### src/rtl/fft_stage_sequencer.sv
// Radix-2 DIT FFT stage sequencer: walks log2(N) stages, issues one butterfly job per
// accepted handshake, and drains outstanding jobs at each stage boundary.
module fft_stage_sequencer #(
  parameter int ADDR_W  = 12,
  parameter int MAX_OUT = 4,
  parameter int OUT_W   = 3
) (
  input  logic              i_clk,
  input  logic              i_rstn,
  input  logic              i_DATA_LOADED,
  input  logic [ADDR_W-1:0] i_SAMPLES_NUMBER,
  output logic              o_BFLY_VALID,
  input  logic              i_BFLY_READY,
  output logic [ADDR_W-1:0] o_BFLY_IDX_A,
  output logic [ADDR_W-1:0] o_BFLY_IDX_B,
  output logic [ADDR_W-2:0] o_TW_IDX,
  input  logic              i_BFLY_DONE,
  output logic [3:0]        o_STAGE,
  output logic              o_BUSY,
  output logic              o_CALC_END,
  output logic              o_ERR
);

  localparam int PW = ADDR_W - 1;
  localparam logic [OUT_W-1:0] MAX_CNT = OUT_W'(MAX_OUT);

  typedef enum logic [2:0] {
    S_IDLE,
    S_ISSUE,
    S_DRAIN,
    S_DONE,
    S_ERROR
  } state_t;

  state_t            state, state_nxt;
  logic [PW-1:0]     half_n_q, half_n_nxt;
  logic [3:0]        l_q, l_nxt;
  logic [3:0]        stage_q, stage_nxt;
  logic [PW-1:0]     pair_q, pair_nxt;
  logic [OUT_W-1:0]  out_q, out_nxt;
  logic              err_q, err_nxt;

  logic              n_legal;
  logic [3:0]        n_log2;
  logic              issuing;
  logic              accept;
  logic              done_ok;
  logic              done_bad;
  logic [PW-1:0]     last_pair;
  logic [PW-1:0]     half;
  logic [PW-1:0]     j;
  logic [3:0]        tw_shift;
  logic [ADDR_W-1:0] idx_a;

  // N must be one-hot and at least 4.
  assign n_legal = (i_SAMPLES_NUMBER != '0)
                && ((i_SAMPLES_NUMBER & (i_SAMPLES_NUMBER - ADDR_W'(1))) == '0)
                && (i_SAMPLES_NUMBER[1:0] == 2'b00);

  always_comb begin
    n_log2 = '0;
    for (int i = 0; i < ADDR_W; i++) begin
      if (i_SAMPLES_NUMBER[i]) n_log2 = 4'(i);
    end
  end

  assign issuing   = (state == S_ISSUE);
  assign accept    = o_BFLY_VALID & i_BFLY_READY;
  assign done_ok   = i_BFLY_DONE & (out_q != '0);
  assign done_bad  = i_BFLY_DONE & (out_q == '0);
  assign last_pair = half_n_q - PW'(1);

  // Butterfly indices: A has a 0 inserted at bit s, B sets it; twiddle scales j to W_N.
  assign half     = PW'(1) << stage_q;
  assign j        = pair_q & (half - PW'(1));
  assign idx_a    = ((ADDR_W'(pair_q) >> stage_q) << (stage_q + 4'd1)) | ADDR_W'(j);
  assign tw_shift = l_q - 4'd1 - stage_q;

  assign o_BFLY_VALID = issuing && (out_q < MAX_CNT);
  assign o_BFLY_IDX_A = issuing ? idx_a : '0;
  assign o_BFLY_IDX_B = issuing ? (idx_a | ADDR_W'(half)) : '0;
  assign o_TW_IDX     = issuing ? (j << tw_shift) : '0;
  assign o_STAGE      = stage_q;
  assign o_BUSY       = issuing || (state == S_DRAIN);
  assign o_CALC_END   = (state == S_DONE);
  assign o_ERR        = err_q;

  always_comb begin
    // NOTE: every variable gets a default first so no path leaves it unassigned,
    // which would otherwise infer a latch.
    state_nxt  = state;
    half_n_nxt = half_n_q;
    l_nxt      = l_q;
    stage_nxt  = stage_q;
    pair_nxt   = pair_q;
    err_nxt    = err_q | done_bad;
    out_nxt    = out_q;

    if (accept && !done_ok)      out_nxt = out_q + OUT_W'(1);
    else if (!accept && done_ok) out_nxt = out_q - OUT_W'(1);

    unique case (state)
      S_IDLE, S_DONE, S_ERROR: begin
        if (i_DATA_LOADED) begin
          if (n_legal) begin
            state_nxt  = S_ISSUE;
            half_n_nxt = i_SAMPLES_NUMBER[ADDR_W-1:1];
            l_nxt      = n_log2;
            stage_nxt  = '0;
            pair_nxt   = '0;
            if (state == S_ERROR) err_nxt = 1'b0;
          end else begin
            state_nxt = S_ERROR;
            stage_nxt = '0;
            err_nxt   = 1'b1;
          end
        end
      end
      S_ISSUE: begin
        if (accept) begin
          pair_nxt = pair_q + PW'(1);
          if (pair_q == last_pair) state_nxt = S_DRAIN;
        end
      end
      S_DRAIN: begin
        // Next stage reads results of this one, so wait for every write-back.
        if (out_nxt == '0) begin
          if (stage_q < l_q - 4'd1) begin
            stage_nxt = stage_q + 4'd1;
            pair_nxt  = '0;
            state_nxt = S_ISSUE;
          end else begin
            state_nxt = S_DONE;
          end
        end
      end
      default: state_nxt = S_IDLE;
    endcase
  end

  // NOTE: sequential state uses non-blocking assignments so every register samples
  // the pre-edge values, independent of statement order.
  always_ff @(posedge i_clk or negedge i_rstn) begin
    if (!i_rstn) begin
      state    <= S_IDLE;
      half_n_q <= '0;
      l_q      <= '0;
      stage_q  <= '0;
      pair_q   <= '0;
      out_q    <= '0;
      err_q    <= 1'b0;
    end else begin
      state    <= state_nxt;
      half_n_q <= half_n_nxt;
      l_q      <= l_nxt;
      stage_q  <= stage_nxt;
      pair_q   <= pair_nxt;
      out_q    <= out_nxt;
      err_q    <= err_nxt;
    end
  end

endmodule

### config.mk
export PLATFORM = sky130hd
export DESIGN_NAME = fft_stage_sequencer
export DESIGN_NICKNAME = d
export VERILOG_FILES = /design/src/rtl/fft_stage_sequencer.sv
export SDC_FILE = /design/constraint.sdc
export NUM_CORES = 1
export LEC_CHECK = 0
export ABC_AREA = 1
export CELL_PAD_IN_SITES_DETAIL_PLACEMENT = 1
export CELL_PAD_IN_SITES_GLOBAL_PLACEMENT = 1
export CORE_AREA = 2 2 128 130
export DETAILED_ROUTE_END_ITERATION = 10
export DIE_AREA = 0 0 130 132
export DONT_BUFFER_PORTS = 1
export PLACE_DENSITY = 0.62
export SYNTH_ARGS = -nofsm -noshare
export SYNTH_HDL_FRONTEND = slang
export SYNTH_SLANG_ARGS = --single-unit
### constraint.sdc
create_clock -name i_clk -period 5.2 [get_ports i_clk]
set_input_delay 1.04 -clock i_clk [delete_from_list [all_inputs] [get_ports i_clk]]
set_output_delay 1.04 -clock i_clk [all_outputs]
set_load 0.02 [all_outputs]
==> flow_metrics.env <==
export IMPL_status="finished, final reports clean"
export IMPL_cts_sinks=37
export IMPL_drv_cap=0
export IMPL_fmax_mhz=227
export IMPL_p_sw_uw=228
export IMPL_synth_edf_count=0
export IMPL_synthFlopType="dfrtp_1"
export IMPL_syn_nets=860
export IMPL_muxShareOfSynthArea_pct=0
export IMPL_ir_drop_mv=0.127
export IMPL_syn_to_final_growth_pct=7.05
export IMPL_power_density_mw_per_mm2=165
export IMPL_final_period_utilization_pct=84.8
export IMPL_intPower_uw=594
export IMPL_r2r_cells=9
export IMPL_synthTopCellsByArea="nand2_1 21%, dfrtp_1 20%, nand3_1 16%, inv_1 6.6%, nor2_1 5.7%"
export IMPL_gr_usage_all_layers_pct=20.1
export IMPL_syn_area_sq_mm=0.00467
export IMPL_core_area_sq_mm=0.0157
export IMPL_ys_seq_area_share_pct=19.8
export IMPL_dr_pass1_iters=4
export IMPL_drive_gt1_share_pct=4.11
export IMPL_hp_class="in -> async"
export IMPL_grt_busiest_layer="met2"
export IMPL_grt_pass1_wl_um=27800
export IMPL_gr_usage_met1_pct=28.3
export IMPL_post_cts_buffers=0
export IMPL_worst_pin_slew_ns=0.740
export IMPL_yosysTopAreaCellShare_pct=21.4
export IMPL_nets=836
export IMPL_dp_cells=1010
export IMPL_ctsHoldBuffers=0
export IMPL_worst_endpoint_arrival_ns=3.37
export IMPL_die_w_um=130
export IMPL_drt_iter0_drc=307
export IMPL_hold_violations=0
export IMPL_path_clk_slew_ns=0.06
export IMPL_path_class="reg -> out"
export IMPL_grt_overflow_total=0
export IMPL_port_buffers=0
export IMPL_synth_top_family_by_area="simple AND/OR/NAND/NOR gates"
export IMPL_htreeDepth=2
export IMPL_synth_compound_area_share_pct=8.31
export IMPL_slew_limit_headroom_pct=50.6
export IMPL_postRouteAntennaNets=0
export IMPL_switching_share_pct=27.8
export IMPL_yosys_area_share_simple_pct=51.0
export IMPL_antenna_cells=0
export IMPL_grtUsageMet3_pct=2.60
export IMPL_leakagePower_uw=0.00248
export IMPL_wl_per_cell_um=16.4
export IMPL_cpMaxStageDelayCell="a21boi_1"
export IMPL_r2r_end="pair_q[9]"
export IMPL_synth_commonest_cells="266 x nand2_1, 145 x nand3_1, 82 x inv_1"
export IMPL_critPathCaptureType="output pin"
export IMPL_startpoint_type="flop"
export IMPL_syn_avg_cell_area_sq_um=5.66
export IMPL_crit_required_ns=4.16
export IMPL_die_height_um=132
export IMPL_period_minus_slack_ns=4.41
export IMPL_crit_chain="buf_4 -> inv_1 -> ha_1 -> nand2_1 -> ha_1 -> nor2_1 -> nand2_1 -> o21ai_0 -> nand2_1 -> o21ai_0 -> a21boi_1"
export IMPL_r2r_start="o_STAGE[3]"
export IMPL_critPathMaxStageDelay_ns=0.44
export IMPL_netlist_cell_type_count=38
export IMPL_drc=0
export IMPL_fp_dieArea_sq_mm=0.0172
export IMPL_dp_hpwl_um=13300
export IMPL_place_gp_congestion=0.954
export IMPL_clockBufferDepth=2
export IMPL_synth_ff_latch_count=37
export IMPL_cts_made_buffers=5
export IMPL_worst_path_max_fanout=19
export IMPL_nFillCells=2156
export IMPL_cts_tree="built"
export IMPL_root_buffer="clkbuf_16"
export IMPL_synth_xor_xnor_area_share_pct=4.80
export IMPL_routed_wl_um=16700
export IMPL_grt_pass1_vias=5273
export IMPL_insertion_delay_ns=0.29
export IMPL_antenna_found_initial=0
export IMPL_rsz0062_at_grt="false"
export IMPL_grt_max_degree=38
export IMPL_pin_count=60
export IMPL_ys_warn_count=0
export IMPL_synthArstFlopShare_pct=100
export IMPL_via_per_inst=5.11
export IMPL_pwr_share_comb_pct=16.7
export IMPL_met2_usage_pct=32.3
export IMPL_stdcell_count=1018
export IMPL_fin_tns_setup_ns=0
export IMPL_p_seq_share_pct=39.0
export IMPL_synth_cells=825
export IMPL_ctsResizeCount=0
export IMPL_r2r_setup_slack_ns=2.21
export IMPL_finClkSkew_ns=0.00596
export IMPL_crit_top_cell="nand2_1"
export IMPL_via_count=5199
export IMPL_row_count=46
export IMPL_synth_most_common_cell="nand2_1"
export IMPL_maxSlewViolCount=0
export IMPL_synth_fa_ha_area_share_pct=4.98
export IMPL_initial_core_util_pct=29.7
export IMPL_pwr_share_clk_pct=44.3
export IMPL_yosysTopAreaCell="nand2_1"
export IMPL_setup_viol=0
==> per-layer routing <==
| metal | vias up | share of wire, % |
|---|---|---|
| met5 | - | 0 |
| met4 | 0 | 2.3 |
| met3 | 23 | 3.7 |
| met2 | 100 | 46 |
| met1 | 2433 | 48 |
| li1 | 2643 | - |
==> worst max-delay path by stage <==
stage	cells past startpoint	startpoint	to	slack, ns
after floorplan	17	o_STAGE[0]	o_TW_IDX[10]	1.24
after global placement	8	l_q[0]	o_TW_IDX[8]	1.20
after detailed placement	15	o_STAGE[1]	o_TW_IDX[10]	1.11
after CTS	15	o_STAGE[1]	o_TW_IDX[10]	0.79
after global routing	15	o_STAGE[1]	o_TW_IDX[10]	0.44
final	11	o_STAGE[1]	o_TW_IDX[9]	0.79
==> sequential cells by signal, indices dropped and copies added, names as in the netlist <==
register  cells
half_n_q     11
pair_q       11
l_q           4
o_STAGE       4
out_q         3
state         3
o_ERR         1
==> worst max-delay path, delay by kind of cell (launching register included) <==
kind	cells	cell delay, ns
simple gates	4	0.69
fa+ha+maj	2	0.67
compound gates	3	0.78
buf+inv	2	0.57
flops	1	0.37
==> power groups by stage <==
| stage | registers, uW | clock network (uW) | logic, uW |
|---|---|---|---|
| floorplan | 322 | 0 | 112 |
| global route | 324 | 384 | 169 |
| finish | 321 | 364 | 137 |
| detailed placement | 326 | 0 | 141 |
| global placement | 326 | 0 | 135 |
| CTS | 321 | 374 | 141 |
==> metrics by stage <==
step	power (uW)	setup WS [ns]	hold slack (ns)	area (sq um)	utilization, %
floorplan	434	1.24	0.480	4670	-
global placement	461	1.20	0.504	4830	30.7
detailed placement	466	1.11	0.510	4830	30.7
CTS	836	0.790	0.437	5000	31.8
global route	878	0.442	0.432	5000	31.8
finish	822	0.793	0.443	5000	31.8
==> kinds of logic after synthesis <==
family | after synthesis
xor+xnor | 24
compound gates | 73
simple gates | 542
fa+ha+maj | 18
buf+inv | 131
flops | 37
==> placed cells by master (no fill, tap or decap), types with 4 or more instances in the layout <==
| cell | synthesis | routed |
|---|---|---|
| nand2_1 | 266 | 266 |
| nand3_1 | 145 | 145 |
| inv_1 | 82 | 82 |
| nor2_1 | 71 | 71 |
| dfrtp_1 | 37 | 37 |
| a21oi_1 | 29 | 29 |
| nand4_1 | 29 | 29 |
| o21ai_1 | 22 | 22 |
| ha_1 | 17 | 17 |
| xor2_1 | 16 | 16 |
| o21ai_0 | 13 | 13 |
| nor3_1 | 8 | 8 |
| inv_2 | 7 | 7 |
| xnor2_1 | 7 | 7 |
| buf_4 | 3 | 7 |
| clkbuf_16 | 0 | 5 |
| clkinv_1 | 4 | 4 |
| nor4_1 | 4 | 4 |
==> cell type report <==
| type | instances | area, sq um | area share, % |
|---|---|---|---|
| multi-input cells | 657 | 3230 | 64.6 |
| flip-flops and latches | 37 | 926 | 18.5 |
| inverters | 93 | 349 | 6.98 |
| well taps | 216 | 270 | 5.41 |
| clock buffers | 7 | 143 | 2.85 |
| repair buffers | 7 | 52.6 | 1.05 |
| clock inverters | 1 | 30.0 | 0.601 |
Power figures use the tool's default switching activity.
